==> config.mk <==
export PLATFORM = sky130hd
export DESIGN_NAME = alu_mult_seq
export DESIGN_NICKNAME = d
export VERILOG_FILES = /design/src/rtl/cpu_types_pkg.sv /design/src/rtl/alu_mult_seq.sv
export SDC_FILE = /design/constraint.sdc
export NUM_CORES = 1
export LEC_CHECK = 0
export CAP_MARGIN = 15
export CORE_MARGIN = 4
export CORE_UTILIZATION = 35
export CTS_BUF_LIST = sky130_fd_sc_hd__clkbuf_4 sky130_fd_sc_hd__clkbuf_8
export DETAILED_ROUTE_END_ITERATION = 8
export GPL_ROUTABILITY_DRIVEN = 1
export GPL_TIMING_DRIVEN = 1
export PLACE_DENSITY = 0.74
export SLEW_MARGIN = 20
export SYNTH_ARGS = -nofsm -noshare
export SYNTH_HDL_FRONTEND = slang
export SYNTH_SLANG_ARGS = --single-unit
==> constraint.sdc <==
create_clock -name CLK -period 2 [get_ports CLK]
set_input_delay 0.2 -clock CLK [delete_from_list [all_inputs] [get_ports CLK]]
set_output_delay 0.2 -clock CLK [all_outputs]
set_load 0.05 [all_outputs]
==> src/rtl/cpu_types_pkg.sv <==
// Shared CPU datapath types: word width, ALU operation codes and the
// state encoding of the shift-add multiplier sequencer.
package cpu_types_pkg;

   typedef logic [31:0] word_t;

   typedef enum logic [3:0] {
      ALU_SLL  = 4'd0,
      ALU_SRL  = 4'd1,
      ALU_ADD  = 4'd2,
      ALU_SUB  = 4'd3,
      ALU_AND  = 4'd4,
      ALU_OR   = 4'd5,
      ALU_XOR  = 4'd6,
      ALU_NOR  = 4'd7,
      ALU_SLT  = 4'd8,
      ALU_SLTU = 4'd9
   } aluop_t;

   // Shift distance used to double the multiplicand each SHIFT step.
   localparam word_t SHAMT_ONE = 32'd1;

   typedef enum logic [1:0] {
      MS_IDLE,
      MS_ADD,
      MS_SHIFT,
      MS_DONE
   } mult_state_t;

endpackage

==> src/rtl/alu_mult_seq.sv <==
// Multi-cycle shift-add multiplier. Borrows the shared ALU (ADD / SLL) to
// build the low 32 bits of op_a*op_b, skipping zero multiplier bits and
// stopping as soon as the remaining multiplier is zero.
module alu_mult_seq
   import cpu_types_pkg::*;
(
   input  logic   CLK,
   input  logic   nRST,
   input  logic   start,
   input  logic   flush,
   input  word_t  op_a,
   input  word_t  op_b,
   output logic   busy,
   output logic   done,
   output word_t  product,
   output logic   alu_own,
   output aluop_t alu_op,
   output word_t  alu_porta,
   output word_t  alu_portb,
   input  word_t  alu_out
);

   mult_state_t r_state;
   mult_state_t w_next_state;
   word_t       r_acc;
   word_t       r_mcand;
   word_t       r_mplier;
   word_t       w_mplier_shr;

   // The multiplier is shifted locally; the ALU is only used for the datapath words.
   assign w_mplier_shr = r_mplier >> 1;

   // The accumulator is the product; it is only meaningful once done pulses.
   assign product = r_acc;

   // Next-state selection and ALU drive for the current step.
   always_comb begin
      // NOTE: every output of this block gets a default first so no path can infer a latch.
      w_next_state = r_state;
      busy         = 1'b0;
      done         = 1'b0;
      alu_own      = 1'b0;
      alu_op       = ALU_ADD;
      alu_porta    = '0;
      alu_portb    = '0;
      case (r_state)
         MS_IDLE: begin
            if (start) begin
               if (op_b == '0)   w_next_state = MS_DONE;
               else if (op_b[0]) w_next_state = MS_ADD;
               else              w_next_state = MS_SHIFT;
            end
         end
         MS_ADD: begin
            busy         = 1'b1;
            alu_own      = 1'b1;
            alu_op       = ALU_ADD;
            alu_porta    = r_acc;
            alu_portb    = r_mcand;
            w_next_state = MS_SHIFT;
         end
         MS_SHIFT: begin
            busy      = 1'b1;
            alu_own   = 1'b1;
            alu_op    = ALU_SLL;
            alu_porta = r_mcand;
            alu_portb = SHAMT_ONE;
            if (w_mplier_shr == '0)   w_next_state = MS_DONE;
            else if (w_mplier_shr[0]) w_next_state = MS_ADD;
            else                      w_next_state = MS_SHIFT;
         end
         MS_DONE: begin
            done         = 1'b1;
            w_next_state = MS_IDLE;
         end
         default: w_next_state = MS_IDLE;
      endcase
      // Abort overrides every transition, including a start seen in IDLE.
      if (flush) w_next_state = MS_IDLE;
   end

   // State and operand registers; flush freezes the operands while returning to IDLE.
   always_ff @(posedge CLK or negedge nRST) begin
      if (!nRST) begin
         r_state  <= MS_IDLE;
         r_acc    <= '0;
         r_mcand  <= '0;
         r_mplier <= '0;
      end else begin
         // NOTE: non-blocking assignments so every register samples the pre-edge values.
         r_state <= w_next_state;
         if (!flush) begin
            case (r_state)
               MS_IDLE: begin
                  if (start) begin
                     r_acc    <= '0;
                     r_mcand  <= op_a;
                     r_mplier <= op_b;
                  end
               end
               MS_ADD:   r_acc <= alu_out;
               MS_SHIFT: begin
                  r_mcand  <= alu_out;
                  r_mplier <= w_mplier_shr;
               end
               default: ;
            endcase
         end
      end
   end

endmodule
# After elaboration in Yosys (flattened, before gate mapping)
# Index checks and enable logic that the tools add are counted.
# word_totals
romBits,0
latchBits,0
n_memories,0
reg_bits,98
out_inout_bits,103
in_bits,100
word_cells,36
ramBits,0
# classes
div_mod_pow,0
reduce_logical,8
bitwise_logic,1
order_cmp,0
multipliers,0
n_eq_ne,5
shift,0
n_addsub,0
mux,18
# ops
op,n
$pmux W32 S2,5
$mux W32,3
$logic_not A32 Y1,2
$mux W2,7
$pmux W2 S4,1
$reduce_and A3 Y1,2
$eq A2 B2 Y1 const B,2
$reduce_bool A2 Y1,2
$ne A3 B3 Y1 const B,1
$eq A2 B1 Y1 const B,1
$logic_not A2 Y1,1
$mux W1,2
$ne A2 B2 Y1 const B,1
$reduce_or A2 Y1,1
$not A1 Y1,1

# Longest topological paths before layout
# depth
ltp_word,5
depth_mapped,7
mapped_depth_nobuf,6

# Worst setup path after synthesis
# Ideal clock, no wire load.
# synth_timing
path_kind,flip-flop to output port
startpoint,reg r_state[0]
endpoint,out alu_porta[0]
required_time_ps,1800
t_arrival_ps,2075
stages_incl_launch_ff,7
slack_ps,-275
n_path_buf,2
cell_sequence,dfrtp_1 -> inv_1 -> ha_1 -> and2_1 -> clkbuf_1 -> buf_2 -> a22o_1
# synth_between
elab_chain_len,2
elab_cells_between_ends,3
classes_between,2 x eq/ne; 1 x mux
# synth_lines
element,line,text
start: declaration,alu_mult_seq.sv:23,mult_state_t r_state;
start signal: assignment,alu_mult_seq.sv:91,r_state <= w_next_state;
$eq A2 B2 Y1 or $eq A2 B1 Y1 (tied branches),alu_mult_seq.sv:46,case (r_state)
$pmux W32 S2 (*),alu_mult_seq.sv:46,
end: declaration,alu_mult_seq.sv:18,"output word_t alu_porta,"
# Every way passes the cells marked *; elsewhere a longest branch is shown, timed or not.

# Final worst setup path
# layout_timing
startpoint,reg r_state[0]
endpoint,out alu_porta[22]
# Same word-level chain as after synthesis.

==> impl_metrics.py <==
metrics = {
    "status": {
        "result_of_the_run": "complete, but fails checks",
        "violations": "setup timing",
    },
    "global_routing": {
        "first_global_vias": 4808,
        "grt_antenna_before_repair": 0,
        "grt_util_all_layers_pct": 20.3,
        "largest_net_degree_at_the_start_of_global_routing": 76,
        "grt_first_pass_wirelength_mm": 25.9,
        "remaining_global_route_overflow": 0,
    },
    "clock_tree": {
        "h-tree-depth": 3,
        "clk_pin_slew_ns": 0.09,
        "cts-root-to-sink-buffers": 2,
        "tritoncts": "built",
        "cts-root-buf": "clkbuf_8",
        "cts_buffer_count": 9,
        "worst_skew_pair.late_latency_ns": 0.37,
        "tritoncts_num_sinks": 97,
    },
    "detailed_routing": {
        "drc_errors": 0,
        "route.vias.total": 4596,
        "routed_wirelength_mm": 16.7,
        "avgViaCountPerCell": 5.40,
        "drt_iter0_drc": 273,
        "drtAntennaViolNets": 0,
        "pre_repair_dr_iteration_count": 4,
        "wl_per_cell_um": 19.7,
    },
    "cells_and_area": {
        "layout.nets": 770,
        "final_layout_size_suffix_gt1_share_pct": 22.1,
        "fillCellCount": 1073,
        "finalInstanceArea_um2": 8390,
        "area_delta_synth_final_pct": 70.8,
        "n_antenna_cell": 0,
    },
    "yosys": {
        "synth-seq-cells": 97,
        "synthesis.area_per_instance_um2": 10.4,
        "synth-edff-count": 0,
        "synth-warning-count": 0,
        "netlist_area_before_placement_um2": 4910,
        "synth_async_sr_flop_share_pct": 100,
        "netlist_instances": 474,
        "yosys_most_used_dff": "dfrtp_1",
        "synth_seq_area_share_pct": 49.4,
        "synth.distinct_cells": 29,
    },
    "pwr": {
        "report.power.total_w": 0.0114,
        "power.density_nw_per_um2": 1360,
        "vdd_drop_max_mv": 0.662,
        "power.static_leakage_nw": 3.56,
    },
    "timing": {
        "finClkSkew_ns": 0.0102,
        "worstMarginPinSlew_ns": 0.519,
        "maxSlewHeadroom_pct": 65.4,
        "final-hold-violation-count": 0,
        "min_period_over_period_pct": 106,
        "min_clock_period_post_route_ns": 2.11,
        "rsz0062_at_grt": "yes",
        "fmax_ghz": 0.473,
        "layout_setup_ws_ns": -0.114,
        "setup_viol": 33,
        "finalHoldWorstSlack_ns": 0.334,
        "timing.setup.tns_ns": -2.94,
        "finalMaxSlewViolations": 0,
    },
    "floorplanning": {
        "core_area_um2": 13800,
        "placement_row_count": 43,
        "design.die.area_um2": 16000,
        "top_level_ports": 203,
        "floorplan.initialDensity_pct": 35.5,
        "chipHeight_um": 126,
        "die-width_um": 126,
    },
    "job": {
        "max_cap_viols": 0,
    },
    "critical_path": {
        "setup_cp_type": "reg2out",
        "crit_path_arrival_time_ns": 1.91,
        "critical-path-top-delay-family": "flip-flops",
        "crit_path_end_kind": "primary output",
        "crit_path_max_incr_delay_ns": 0.46,
        "slowest_stage": "dfrtp_2",
        "cp.required_ns": 1.80,
        "crit_path_start_kind": "register",
        "cell_chain_of_the_critical_path": "inv_4, ha_4, and2_4, buf_12, a22o_2, buf_12",
        "most_prevalent_standard_cell_on_the_critical_path": "buf_12",
        "worst-path-buf-inv": 3,
        "critical_path_peak_fanout": 16,
    },
    "placed_design": {
        "post-place-ws_ns": 0.114,
        "numPortBuffers": 199,
        "gp_routability_congestion": 0.818,
        "dpl_cell_area_um2": 7760,
        "dp.final_hpwl_mm": 12.1,
    },
    "min_path": {
        "min_path_type": "in2async",
    },
}
flip-flops by register name (all words and copies together) (netlist names):
name / count
product: 32
r_mcand: 32
r_mplier: 31
r_state: 2
worst register-to-register path: cells and delay by family, from the launching register on:
family / cells / cell delay [ns]
AOI/OAI and AO/OA: 2 / 0.34
buffers and inverters: 4 / 0.62
adders and majority gates: 1 / 0.16
DFF: 1 / 0.46
and+or+nand+nor: 2 / 0.18
cells in the mapped netlist (3+ instances only):
cell | n | area, um2
a21oi_1 | 62 | 310
nor4_1 | 16 | 100
clkbuf_1 | 10 | 37.5
a22o_1 | 64 | 561
dfrtp_1 | 97 | 2430
and3_1 | 31 | 194
buf_4 | 5 | 37.5
buf_2 | 28 | 140
inv_1 | 6 | 22.5
ha_1 | 4 | 50.1
nor2_1 | 65 | 244
nor3_1 | 3 | 15.0
mux2i_1 | 62 | 621
where the power goes:
part	switching (W)	internal, W	total, W
combinational	0.00341	0.00268	0.00609
clock	0.000697	0.000961	0.00166
sequential	0.000831	0.00279	0.00362
total	0.00494	0.00643	0.0114
through the flow:
stage          util, %  cells
6_report          60.7    851
5_1_grt           60.7    851
4_1_cts           60.3    850
3_5_place_dp      56.1    825
3_3_place_gp      56.1    825
2_1_floorplan        -    476
cells by family (layout without fill, tap and decap cells):
kind of cell / Yosys count / in the layout / share of synthesized area [%]
other: 1 / 3 / 0.0764
AO/OA/AOI/OAI: 134 / 134 / 19.2
adder cells (fa/ha/maj): 4 / 4 / 1.02
multiplexers: 63 / 63 / 12.9
buffers and inverters: 50 / 245 / 4.92
flip-flops: 97 / 97 / 49.4
AND/OR/NAND/NOR: 125 / 125 / 12.5
what timing repair did:
action	CTS	global route
cloned	3	1
gates resized for setup	46	6
endpoints found under the setup margin	62	70
buffers inserted	6	0
hold buffers	1	0
hold endpoints to repair	37	0
pin swaps	9	4
area by class of cell:
type | instances | area (um2) | share of cell area, %
sequential | 97 | 2430 | 29.0
timing repair buffer | 223 | 2990 | 35.6
tap | 180 | 225 | 2.69
clock buffer | 9 | 124 | 1.48
multi-input combinational | 329 | 2460 | 29.3
inverter | 6 | 25.0 | 0.298
clock inverter | 7 | 141 | 1.69
worst paths after layout:
check                             from            end  slack, ns  cells after the start
setup / recovery            r_state[0]  alu_porta[22]      -0.11                      6
hold / removal                    nRST    product[14]       0.33                      2
setup reg to reg            r_state[0]   r_mplier[27]       0.16                      9
hold reg to reg            product[19]    product[19]       0.55                      1
max in group asynchronous         nRST    product[13]       0.92                      3
min in group CLK               op_a[1]     r_mcand[1]       0.45                      3
cells in the final DEF, fill, tap and decap left out, drive strengths merged:
cell	synthesis	final
a2111oi	1	1
a211oi	1	1
a21o	2	2
a21oi	63	63
a22o	64	64
and2	2	2
and3	31	31
and4	2	2
buf	34	91
bufinv	0	4
clkbuf	10	10
clkdlybuf4s50	0	130
clkinv	0	2
conb	1	3
dfrtp	97	97
dlygate4sd3	0	1
ha	4	4
inv	6	7
mux2	1	1
mux2i	62	62
nand2	2	2
nand2b	1	1
nand3	1	1
nand4	2	2
nor2	65	65
nor3	3	3
nor4	16	16
o211a	1	1
o21a	1	1
o21ai	1	1
layer usage:
layer	vias to the layer above	share of wire, %	global-route usage [%]
met5	-	0	0
met1	2270	41	24.6
li1	2127	-	-
met2	163	51	35.6
met4	0	2.6	7.63
met3	36	6.0	4.21
(Power assumes the default switching activity.)
